`src/rtl/network_mul_pkg.sv`:
```
// Shared constants and helper functions for the pipelined multiply/round/saturate datapath.
// Saturation and rounding work at a fixed 64-bit signed width wide enough for any legal product.
package network_mul_pkg;

  localparam int unsigned NUM_STAGE_MAX = 8;
  localparam int unsigned CALC_WIDTH    = 64;

  function automatic logic signed [CALC_WIDTH-1:0] sat_limit_hi(input int unsigned w);
    return (64'sd1 <<< (w - 1)) - 64'sd1;
  endfunction

  function automatic logic signed [CALC_WIDTH-1:0] sat_limit_lo(input int unsigned w);
    return -(64'sd1 <<< (w - 1));
  endfunction

  // Half-LSB of the shifted result; zero when rounding is off or nothing is shifted out.
  function automatic logic signed [CALC_WIDTH-1:0] round_const(input int unsigned shift,
                                                               input int unsigned round);
    if (round != 0 && shift > 0) return 64'sd1 <<< (shift - 1);
    return 64'sd0;
  endfunction

endpackage

```
`src/rtl/network_mul_round_sat.sv`:
```
// Combinational round-half-up, arithmetic shift and saturate/wrap of a signed product.
module network_mul_round_sat
  import network_mul_pkg::*;
#(
  parameter int unsigned prod_WIDTH = 28,
  parameter int unsigned dout_WIDTH = 16,
  parameter int unsigned SHIFT      = 8,
  parameter int unsigned ROUND      = 1,
  parameter int unsigned SATURATE   = 1
) (
  input  logic signed [prod_WIDTH-1:0] prod,
  output logic signed [dout_WIDTH-1:0] dout,
  output logic                         dout_sat
);

  localparam logic signed [CALC_WIDTH-1:0] RND_K  = round_const(SHIFT, ROUND);
  localparam logic signed [CALC_WIDTH-1:0] LIM_HI = sat_limit_hi(dout_WIDTH);
  localparam logic signed [CALC_WIDTH-1:0] LIM_LO = sat_limit_lo(dout_WIDTH);

  logic signed [CALC_WIDTH-1:0] prod_ext;
  logic signed [CALC_WIDTH-1:0] shifted;
  logic                         ovf_hi;
  logic                         ovf_lo;

  // Evaluating wider than the product keeps the rounding add from overflowing.
  assign prod_ext = {{(CALC_WIDTH - prod_WIDTH){prod[prod_WIDTH-1]}}, prod};
  assign shifted  = (prod_ext + RND_K) >>> SHIFT;
  assign ovf_hi   = shifted > LIM_HI;
  assign ovf_lo   = shifted < LIM_LO;

  always_comb begin
    dout     = shifted[dout_WIDTH-1:0];
    dout_sat = ovf_hi | ovf_lo;
    if (SATURATE != 0) begin
      if (ovf_hi)      dout = LIM_HI[dout_WIDTH-1:0];
      else if (ovf_lo) dout = LIM_LO[dout_WIDTH-1:0];
    end
  end

endmodule

```
`src/rtl/network_mul_rnd_sat_pipe.sv`:
```
// Pipelined signed multiplier with rounding shift and optional saturation; NUM_STAGE ce-cycles
// of latency with a valid flag travelling alongside the data.
module network_mul_rnd_sat_pipe
  import network_mul_pkg::*;
#(
  parameter int unsigned ID         = 1,
  parameter int unsigned NUM_STAGE  = 3,
  parameter int unsigned din0_WIDTH = 16,
  parameter int unsigned din1_WIDTH = 12,
  parameter int unsigned dout_WIDTH = 16,
  parameter int unsigned SHIFT      = 8,
  parameter int unsigned ROUND      = 1,
  parameter int unsigned SATURATE   = 1
) (
  input  logic                         clk,
  input  logic                         reset,
  input  logic                         ce,
  input  logic                         din_vld,
  input  logic signed [din0_WIDTH-1:0] din0,
  input  logic signed [din1_WIDTH-1:0] din1,
  output logic                         dout_vld,
  output logic signed [dout_WIDTH-1:0] dout,
  output logic                         dout_sat
);

  localparam int unsigned W = din0_WIDTH + din1_WIDTH;

  logic signed [din0_WIDTH-1:0] op_a;
  logic signed [din1_WIDTH-1:0] op_b;
  logic signed [W-1:0]          prod_comb;
  logic signed [W-1:0]          prod_rs;
  logic signed [dout_WIDTH-1:0] rs_dout;
  logic                         rs_sat;
  logic signed [dout_WIDTH-1:0] dout_q;
  logic                         sat_q;
  logic [NUM_STAGE-1:0]         vld_q;

  assign prod_comb = $signed({{din1_WIDTH{op_a[din0_WIDTH-1]}}, op_a})
                   * $signed({{din0_WIDTH{op_b[din1_WIDTH-1]}}, op_b});

  if (NUM_STAGE == 1) begin : g_no_op_reg
    assign op_a    = din0;
    assign op_b    = din1;
    assign prod_rs = prod_comb;
  end else begin : g_op_reg
    logic signed [din0_WIDTH-1:0] a_q;
    logic signed [din1_WIDTH-1:0] b_q;

    always_ff @(posedge clk or posedge reset) begin
      if (reset) begin
        a_q <= '0;
        b_q <= '0;
      end else if (ce) begin
        a_q <= din0;
        b_q <= din1;
      end
    end

    assign op_a = a_q;
    assign op_b = b_q;

    if (NUM_STAGE == 2) begin : g_no_prod_reg
      assign prod_rs = prod_comb;
    end else begin : g_prod_reg
      logic signed [W-1:0] prod_q [NUM_STAGE-2];

      always_ff @(posedge clk or posedge reset) begin
        if (reset) begin
          for (int i = 0; i < int'(NUM_STAGE) - 2; i++) prod_q[i] <= '0;
        end else if (ce) begin
          prod_q[0] <= prod_comb;
          for (int i = 1; i < int'(NUM_STAGE) - 2; i++) prod_q[i] <= prod_q[i-1];
        end
      end

      assign prod_rs = prod_q[NUM_STAGE-3];
    end
  end

  network_mul_round_sat #(
    .prod_WIDTH (W),
    .dout_WIDTH (dout_WIDTH),
    .SHIFT      (SHIFT),
    .ROUND      (ROUND),
    .SATURATE   (SATURATE)
  ) u_round_sat (
    .prod     (prod_rs),
    .dout     (rs_dout),
    .dout_sat (rs_sat)
  );

  always_ff @(posedge clk or posedge reset) begin
    if (reset) begin
      dout_q <= '0;
      sat_q  <= 1'b0;
      vld_q  <= '0;
    end else if (ce) begin
      dout_q   <= rs_dout;
      sat_q    <= rs_sat;
      vld_q[0] <= din_vld;
      for (int i = 1; i < int'(NUM_STAGE); i++) vld_q[i] <= vld_q[i-1];
    end
  end

  assign dout     = dout_q;
  assign dout_sat = sat_q;
  assign dout_vld = vld_q[NUM_STAGE-1];

endmodule

```
`config.mk`:
```
export PLATFORM = sky130hd
export DESIGN_NAME = network_mul_rnd_sat_pipe
export DESIGN_NICKNAME = d
export VERILOG_FILES = /design/src/rtl/network_mul_pkg.sv /design/src/rtl/network_mul_round_sat.sv /design/src/rtl/network_mul_rnd_sat_pipe.sv
export SDC_FILE = /design/constraint.sdc
export NUM_CORES = 1
export LEC_CHECK = 0
export BUFFER_PORTS_ARGS = -buffer_cell sky130_fd_sc_hd__buf_2
export CORE_ASPECT_RATIO = 0.6
export CORE_MARGIN = 5
export CORE_UTILIZATION = 32
export DETAILED_ROUTE_END_ITERATION = 10
export GPL_ROUTABILITY_DRIVEN = 0
export PLACE_DENSITY_LB_ADDON = 0.25
export SYNTH_ARGS = -nofsm -noshare
export SYNTH_HDL_FRONTEND = slang
export SYNTH_SLANG_ARGS = --single-unit
```
`constraint.sdc`:
```
create_clock -name clk -period 5.7 [get_ports clk]
set_clock_uncertainty 0.1 [all_clocks]
set_input_delay 0.57 -clock clk [delete_from_list [all_inputs] [get_ports clk]]
set_output_delay 0.57 -clock clk [all_outputs]
set_load 0.01 [all_outputs]
```
==> results of run 1 <==
-- cell usage in the layout, fill, tap and decap left out, types with 8 or more instances in the layout --
master / instances
buf_2: 51
ha_1: 51
buf_4: 90
and2_1: 63
inv_1: 223
fa_2: 8
mux2_2: 38
clkbuf_16: 10
nor3_1: 8
xnor2_1: 25
nor2_1: 36
fa_1: 168
and3_1: 9
dfrtp_1: 48
o21ai_1: 11
a21oi_1: 24
nand2_1: 136
dfrtp_2: 20
nand3_1: 8
o21ai_0: 11
-- metrics by stage --
step / hold WS [ns] / cells / utilization (%)
finish: 0.3391 / 1576 / 39.26
global route: 0.3305 / 1576 / 39.26
CTS: 0.3140 / 1554 / 37.87
detailed placement: 0.3862 / 1539 / 36.87
global placement: 0.3811 / 1539 / 36.87
floorplan: 0.3708 / 1044 / -
-- registers in the layout, indices dropped and copies added (netlist names) --
register	cells
g_op_reg.g_prod_reg.prod_q	21
dout_sat	1
vld_q	3
g_op_reg.b_q	12
g_op_reg.a_q	16
dout	16
-- cells in the mapped netlist (4+ instances only) --
cell / number
fa_1: 176
inv_1: 228
nor2_1: 37
o21ai_1: 10
and2_1: 65
xor2_1: 7
nor3_1: 8
xnor2_1: 25
o31ai_1: 7
and3_1: 10
or3_1: 4
nand3_1: 8
o21ai_0: 13
clkbuf_1: 38
ha_1: 57
mux2_2: 38
a21oi_1: 26
a21o_1: 4
o211ai_1: 5
dfrtp_1: 69
a211oi_1: 5
and4_1: 6
nand2_1: 138
-- worst min-delay path by stage --
| stage | start | endpoint | slack (ns) |
|---|---|---|---|
| CTS | din1[0] | g_op_reg.b_q[0] | 0.31 |
| global route | din1[7] | g_op_reg.b_q[7] | 0.33 |
| global placement | dout[15] | dout[15] | 0.38 |
| finish | din1[0] | g_op_reg.b_q[0] | 0.34 |
| floorplan | g_op_reg.g_prod_reg.prod_q[8] | g_op_reg.g_prod_reg.prod_q[8] | 0.37 |
| detailed placement | dout[15] | dout[15] | 0.39 |
-- what timing repair did --
action | CTS | global route
gates cloned | 0 | 1
setup endpoints to repair | 10 | 12
pin swaps | 1 | 36
setup buffers | 0 | 21
resized for setup | 12 | 60
-- metal layers --
metal | GRT usage, % | routed length, µm | vias up
met4 | 3.143 | 265 | 0
met5 | 0 | 0 | -
met3 | 3.600 | 1626 | 18
met2 | 23.47 | 11340 | 117
li1 | - | - | 3460
met1 | 22.72 | 12780 | 3675
-- critical path, cell delays in order (launching register included) --
cell	delay (ns)
dfrtp_4	0.58
buf_12	0.18
nand2_1	0.07
fa_1	0.45
fa_2	0.55
inv_1	0.07
ha_4	0.24
fa_1	0.54
inv_1	0.06
fa_1	0.54
inv_1	0.05
ha_1	0.28
a21o_1	0.21
a2111o_1	0.45
o211ai_4	0.28
a311oi_4	0.17
or4b_1	0.53
o211ai_1	0.09
-- cell families (layout without fill, tap and decap cells) --
kind of cell	count (synthesis)	after routing	synth area share [%]
buf+inv	275	399	10.64
xor+xnor	33	33	3.051
mux	38	38	4.312
simple gates	292	292	14.18
compound gates	104	104	7.728
fa+ha+maj	233	233	42.69
flops	69	69	17.40
-- layout make-up --
class	count	area (µm²)
fill	3062	18400
multi-input combinational	700	7316
sequential	69	1755
timing repair buffer	155	1167
inverter	229	864.6
tap	408	510.5
clock buffer	10	239.0
clock inverter	5	37.54
==> summary.md, run 1 <==
| Metric | Value |
|---|---|
| Total grt overflow | 0 |
| CTS buffer count | 9 |
| Share of layout cells above drive strength 1 | 23.54% |
| Setup Total Neg Slack | 0 ns |
| Final worst slack | 0.1760 ns |
| Critical path launch point type | register |
| Pin count of the biggest net entering global routing | 70 |
| Clk_lat worst skew | 0.37 ns |
| Root buffer cell | clkbuf_16 |
| CTS Buffer Depth | 2 |
| MaxCap Viol Count | 0 |
| Tightest Pin Transition | 0.9907 ns |
| H-tree Lvls | 3 |
| Hold_buf cts | 0 |
| Crit path capture | g_op_reg.g_prod_reg.prod_q[27] |
| Worst Path Arrival | 5.69 ns |
| Routed WL | 26020 µm |
| Area delta synth->final | 19.81% |
| Net count after synthesis | 1309 |
| CTS clock-pin slew for the worst setup and hold paths | 0.07 ns |
| Post-synth top area cell | fa_1 |
| Register area share after synthesis | 17.40% |
| Post-route cell area | 11890 µm² |
| # diodes | 0 |
| Rel. slew slack | 33.96% |
| Min Tclk post-route | 5.524 ns |
| WHS Path Cells | 2 |
| Wire per inst | 16.51 µm |
| Final net count | 1429 |
| Async SR Flop Fraction | 100.0% |
| Synth cell types | 62 |
| Crit share post-route | 96.91% |
| Initial antenna violation count | 0 |
| Post-synthesis register bit count | 69 |
| Worst Path Max Fanout | 8 |
| Place WS | -0.1524 ns |
| Vias/cell | 4.613 |
| Clock sinks | 69 |
| R2R depth | 17 |
| Die width | 237.4 µm |
| Post-route ant nets | 0 |
| DIE HEIGHT | 146.4 µm |
| DRC Markers | 0 |
| Die ar. | 34750 µm² |
| Fmax | 0.1810 GHz |
| CP startpoint | g_op_reg.b_q[5] |
| Req. time, crit path | 5.87 ns |
| Largest cells by area after synthesis | fa_1 (36%), dfrtp_1 (17%), inv_1 (8.6%) |
| Dpl hpwl | 20610 µm |
| Outcome | complete, no violations |
| Num rows | 49 |
| Vias in the first global route | 7938 |
| Avg Inst Size Synth | 9.506 µm² |
| Area share of the largest cell type after synthesis | 35.50% |
| Input/output buffers | 49 |
| Worst reg2reg path endpoint | g_op_reg.g_prod_reg.prod_q[27] |
| Placed standard-cell area | 11170 µm² |
| R2R setup slack | 0.18 ns |
| FF-to-FF Start | g_op_reg.b_q[5] |
| Synth warn | 0 |
| Syn Inst Count | 1044 |
| Hold crit path type | in -> reg |
| Post-Synthesis Cell Area | 9925 µm² |
| Ys flop type | dfrtp_1 |
| CORE AREA | 30290 µm² |
| First-pass GRT wire length | 42720 µm |
| Overall routing resource usage | 15.46% |
| IO Count | 50 |
| Crit end category | register |
| Initial detailed-routing violation count | 393 |
| Number of flops mapped to enable cells by yosys | 0 |
| WS Path Type | reg -> reg |
| Via count | 7270 |
| Pins Over Slew Limit | 0 |
| 1st-pass router iterations | 5 |
| Final setup vio count | 0 |
| Initial Util | 32.77% |
| Final Hold Violating Endpoints | 0 |
| CTS tree | built |
Power of run 1 is left out: the tool's default activity adds up to more than one toggle a clock period on the data nets, which glitch-free logic cannot reach.
==> run 2, diff against run 1 <==
--- a/config.mk
+++ b/config.mk
@@ -11,7 +11,7 @@
 export CORE_UTILIZATION = 32
 export DETAILED_ROUTE_END_ITERATION = 10
 export GPL_ROUTABILITY_DRIVEN = 0
-export PLACE_DENSITY_LB_ADDON = 0.25
+export PLACE_DENSITY = 0.54
 export SYNTH_ARGS = -nofsm -noshare
 export SYNTH_HDL_FRONTEND = slang
 export SYNTH_SLANG_ARGS = --single-unit
==> constraint.sdc (replaced) <==
create_clock -name clk -period 5.9 [get_ports clk]
set_clock_uncertainty 0.1 [all_clocks]
set_input_delay 1.77 -clock clk [delete_from_list [all_inputs] [get_ports clk]]
set_output_delay 1.77 -clock clk [all_outputs]
set_load 0.01 [all_outputs]
==> run 2 against run 1 <==
Compared with the run above:
- core utilization decreased by 2.2 points
- routed wire length decreased by 9.7%
- hold slack improved by 0.059 ns
- critical endpoint is now g_op_reg.g_prod_reg.prod_q[25]
- register-to-register slack improved by 0.08 ns
- first-iteration DRC count increased by 5.9%
- via count decreased by 1.4%
- cell area decreased by 5.6%
- global-route usage decreased by 0.70 points
- final cell count decreased by 3.5%
==> summary.md, run 2 (synthesis results as in run 1) <==
| Metric | Value |
|---|---|
| Outcome | complete, no violations |
| Fin Hold WS | 0.3977 ns (+0.05863 ns) |
| CTS Buffer Depth | 2 (unchanged) |
| H-tree Lvls | 3 (unchanged) |
| R2R setup slack | 0.26 ns (+0.08 ns) |
| Non-Filler Instances | 1521 (-3.5%) |
| Worst Path Max Fanout | 7 (-1) |
| MaxCap Viol Count | 0 (unchanged) |
| Crit end category | register |
| Crit share post-route | 95.61% (-1.3 points) |
| Wire per inst | 15.44 µm (-6.5%) |
| Final setup vio count | 0 (unchanged) |
| Num rows | 49 (unchanged) |
| WS Path Type | reg -> reg |
| Die width | 237.4 µm (unchanged) |
| IO Count | 50 (unchanged) |
| First-pass GRT wire length | 41260 µm (-3.4%) |
| Pin count of the biggest net entering global routing | 41 (-41%) |
| CTS buffer count | 9 (unchanged) |
| Rel. slew slack | 43.37% (+9.4 points) |
| Post-route ant nets | 0 (unchanged) |
| Initial Util | 32.77% (unchanged) |
| CORE AREA | 30290 µm² (unchanged) |
| Worst reg2reg path endpoint | g_op_reg.g_prod_reg.prod_q[25] |
| R2R depth | 17 (unchanged) |
| # diodes | 0 (unchanged) |
| Pins Over Slew Limit | 0 (unchanged) |
| Overall routing resource usage | 14.76% (-0.70 points) |
| 1st-pass router iterations | 6 (+1) |
| Cells along the critical path | inv_2 -> buf_4 -> nor2_1 -> fa_1 -> fa_1 -> fa_1 -> fa_1 -> inv_1 -> fa_1 -> inv_1 -> ha_1 -> nand2_1 -> a2111oi_2 -> o211ai_2 -> and3_1 -> o211a_1 -> o41ai_2 |
| Final net count | 1373 (-3.9%) |
| Critical path launch point type | register |
| Input/output buffers | 49 (unchanged) |
| Via count | 7166 (-1.4%) |
| Most common cell after layout, fill and taps aside | inv_1 |
| Hold crit path type | reg -> reg |
| CTS clock-pin slew for the worst setup and hold paths | 0.06 ns (about the same) |
| Final Hold Violating Endpoints | 0 (unchanged) |
| Crit-path leading delay family | adder cells |
| Tightest Pin Transition | 0.8494 ns (-0.1412 ns) |
| DIE HEIGHT | 146.4 µm (unchanged) |
| Min Tclk post-route | 5.641 ns (+0.1171 ns) |
| Hold EP | dout[15] |
| Vias/cell | 4.711 (+2.1%) |
| Fmax | 0.1773 GHz (-2.1%) |
| Routed WL | 23480 µm (-9.7%) |
| Clock sinks | 69 (unchanged) |
| Dpl hpwl | 19600 µm (-4.9%) |
| Initial detailed-routing violation count | 416 (+5.9%) |
| Placed Cells | 1502 (-2.4%) |
| Worst hold path startpoint | dout[15] |
| CTS tree | built |
| Die ar. | 34750 µm² (unchanged) |
| Initial antenna violation count | 0 (unchanged) |
| Req. time, crit path | 6.05 ns (+0.18 ns) |
| Slowest stage cell, crit path | fa_1 |
| FF-to-FF Start | g_op_reg.b_q[11] |
| Largest register by flop count | g_op_reg.g_prod_reg.prod_q |
| Clk_lat worst skew | 0.37 ns (about the same) |
| Max FFs per register | 21 (unchanged) |
| Most common cell on crit path | fa_1 |
| Commonest non-fill, non-tap cells in the layout | inv_1 (226), fa_1 (175), nand2_1 (138) |
| Worst Path Arrival | 5.80 ns (+0.11 ns) |
| Area delta synth->final | 13.05% |
| Setup Total Neg Slack | 0 ns (unchanged) |
| Unrepaired setup endpoints after global routing | false |
| CP Buf/Inv Count | 4 (unchanged) |
| WHS Path Cells | 2 (unchanged) |
| Max incr delay on CP | 0.55 ns (-0.03 ns) |
| Share of layout cells above drive strength 1 | 16.71% (-6.8 points) |
| Vias in the first global route | 7834 (-1.3%) |
| Root buffer cell | clkbuf_16 |
| DRC Markers | 0 (unchanged) |
| Total grt overflow | 0 (unchanged) |
run 2: changes by cell type in the layout (fill, tap and decap cells not counted), sizes merged:
| cell | delta |
|---|---|
| clkbuf | -1 |
| inv | +2 |
| clkinv | -1 |
| clkinvlp | -1 |
| buf | -55 |
| bufinv | +1 |
run 2: per-layer routing:
metal  GRT usage (%)  wire, µm
met2           23.48     10750
met1           21.20     11470
met5               0         0
met4           3.057       285
met3           2.733       974
run 2: worst max-delay path by stage:
| stage | startpoint | endpoint | slack (ns) | cells after the start |
|---|---|---|---|---|
| floorplan | g_op_reg.b_q[11] | g_op_reg.g_prod_reg.prod_q[27] | 0.36 | 17 |
| global placement | g_op_reg.b_q[11] | g_op_reg.g_prod_reg.prod_q[27] | 0.15 | 19 |
| detailed placement | g_op_reg.b_q[11] | g_op_reg.g_prod_reg.prod_q[20] | 0.12 | 17 |
| CTS | g_op_reg.b_q[11] | g_op_reg.g_prod_reg.prod_q[27] | 0.07 | 19 |
| global route | g_op_reg.b_q[9] | g_op_reg.g_prod_reg.prod_q[25] | 0.01 | 16 |
| finish | g_op_reg.b_q[11] | g_op_reg.g_prod_reg.prod_q[25] | 0.26 | 17 |
run 2: area by class of cell:
cell class / count / area, µm²
Inverter: 229 / 859.6
Tap cell: 408 / 510.5
Sequential cell: 69 / 1747
Fill cell: 3136 / 19070
Clock inverter: 6 / 63.81
Clock buffer: 10 / 229.0
Multi-Input combinational cell: 700 / 7164
Timing Repair Buffer: 99 / 645.6
run 2: stage by stage:
| step | worst slack [ns] | util, % | cell area [µm²] |
|---|---|---|---|
| final | 0.2589 | 37.04 | 11220 |
| after global routing | 0.01216 | 37.04 | 11220 |
| after CTS | 0.07130 | 36.83 | 11150 |
| after detailed placement | 0.1155 | 35.86 | 10860 |
| after global placement | 0.1527 | 35.86 | 10860 |
| after floorplan | 0.3639 | - | 9925 |
run 2: tightest hold or removal path, cell delays in order, from the launching register on:
cell     delay (ns)
dfrtp_1        0.35
nand2_1        0.05
o21ai_0        0.06
run 2: repair_timing:
item | in CTS | in global routing
resized for setup | 0 | 22
endpoints found under the setup margin | 0 | 11
buffers inserted | 0 | 3
hold buffers | 0 | 0
Power of run 2 is left out for the same reason.
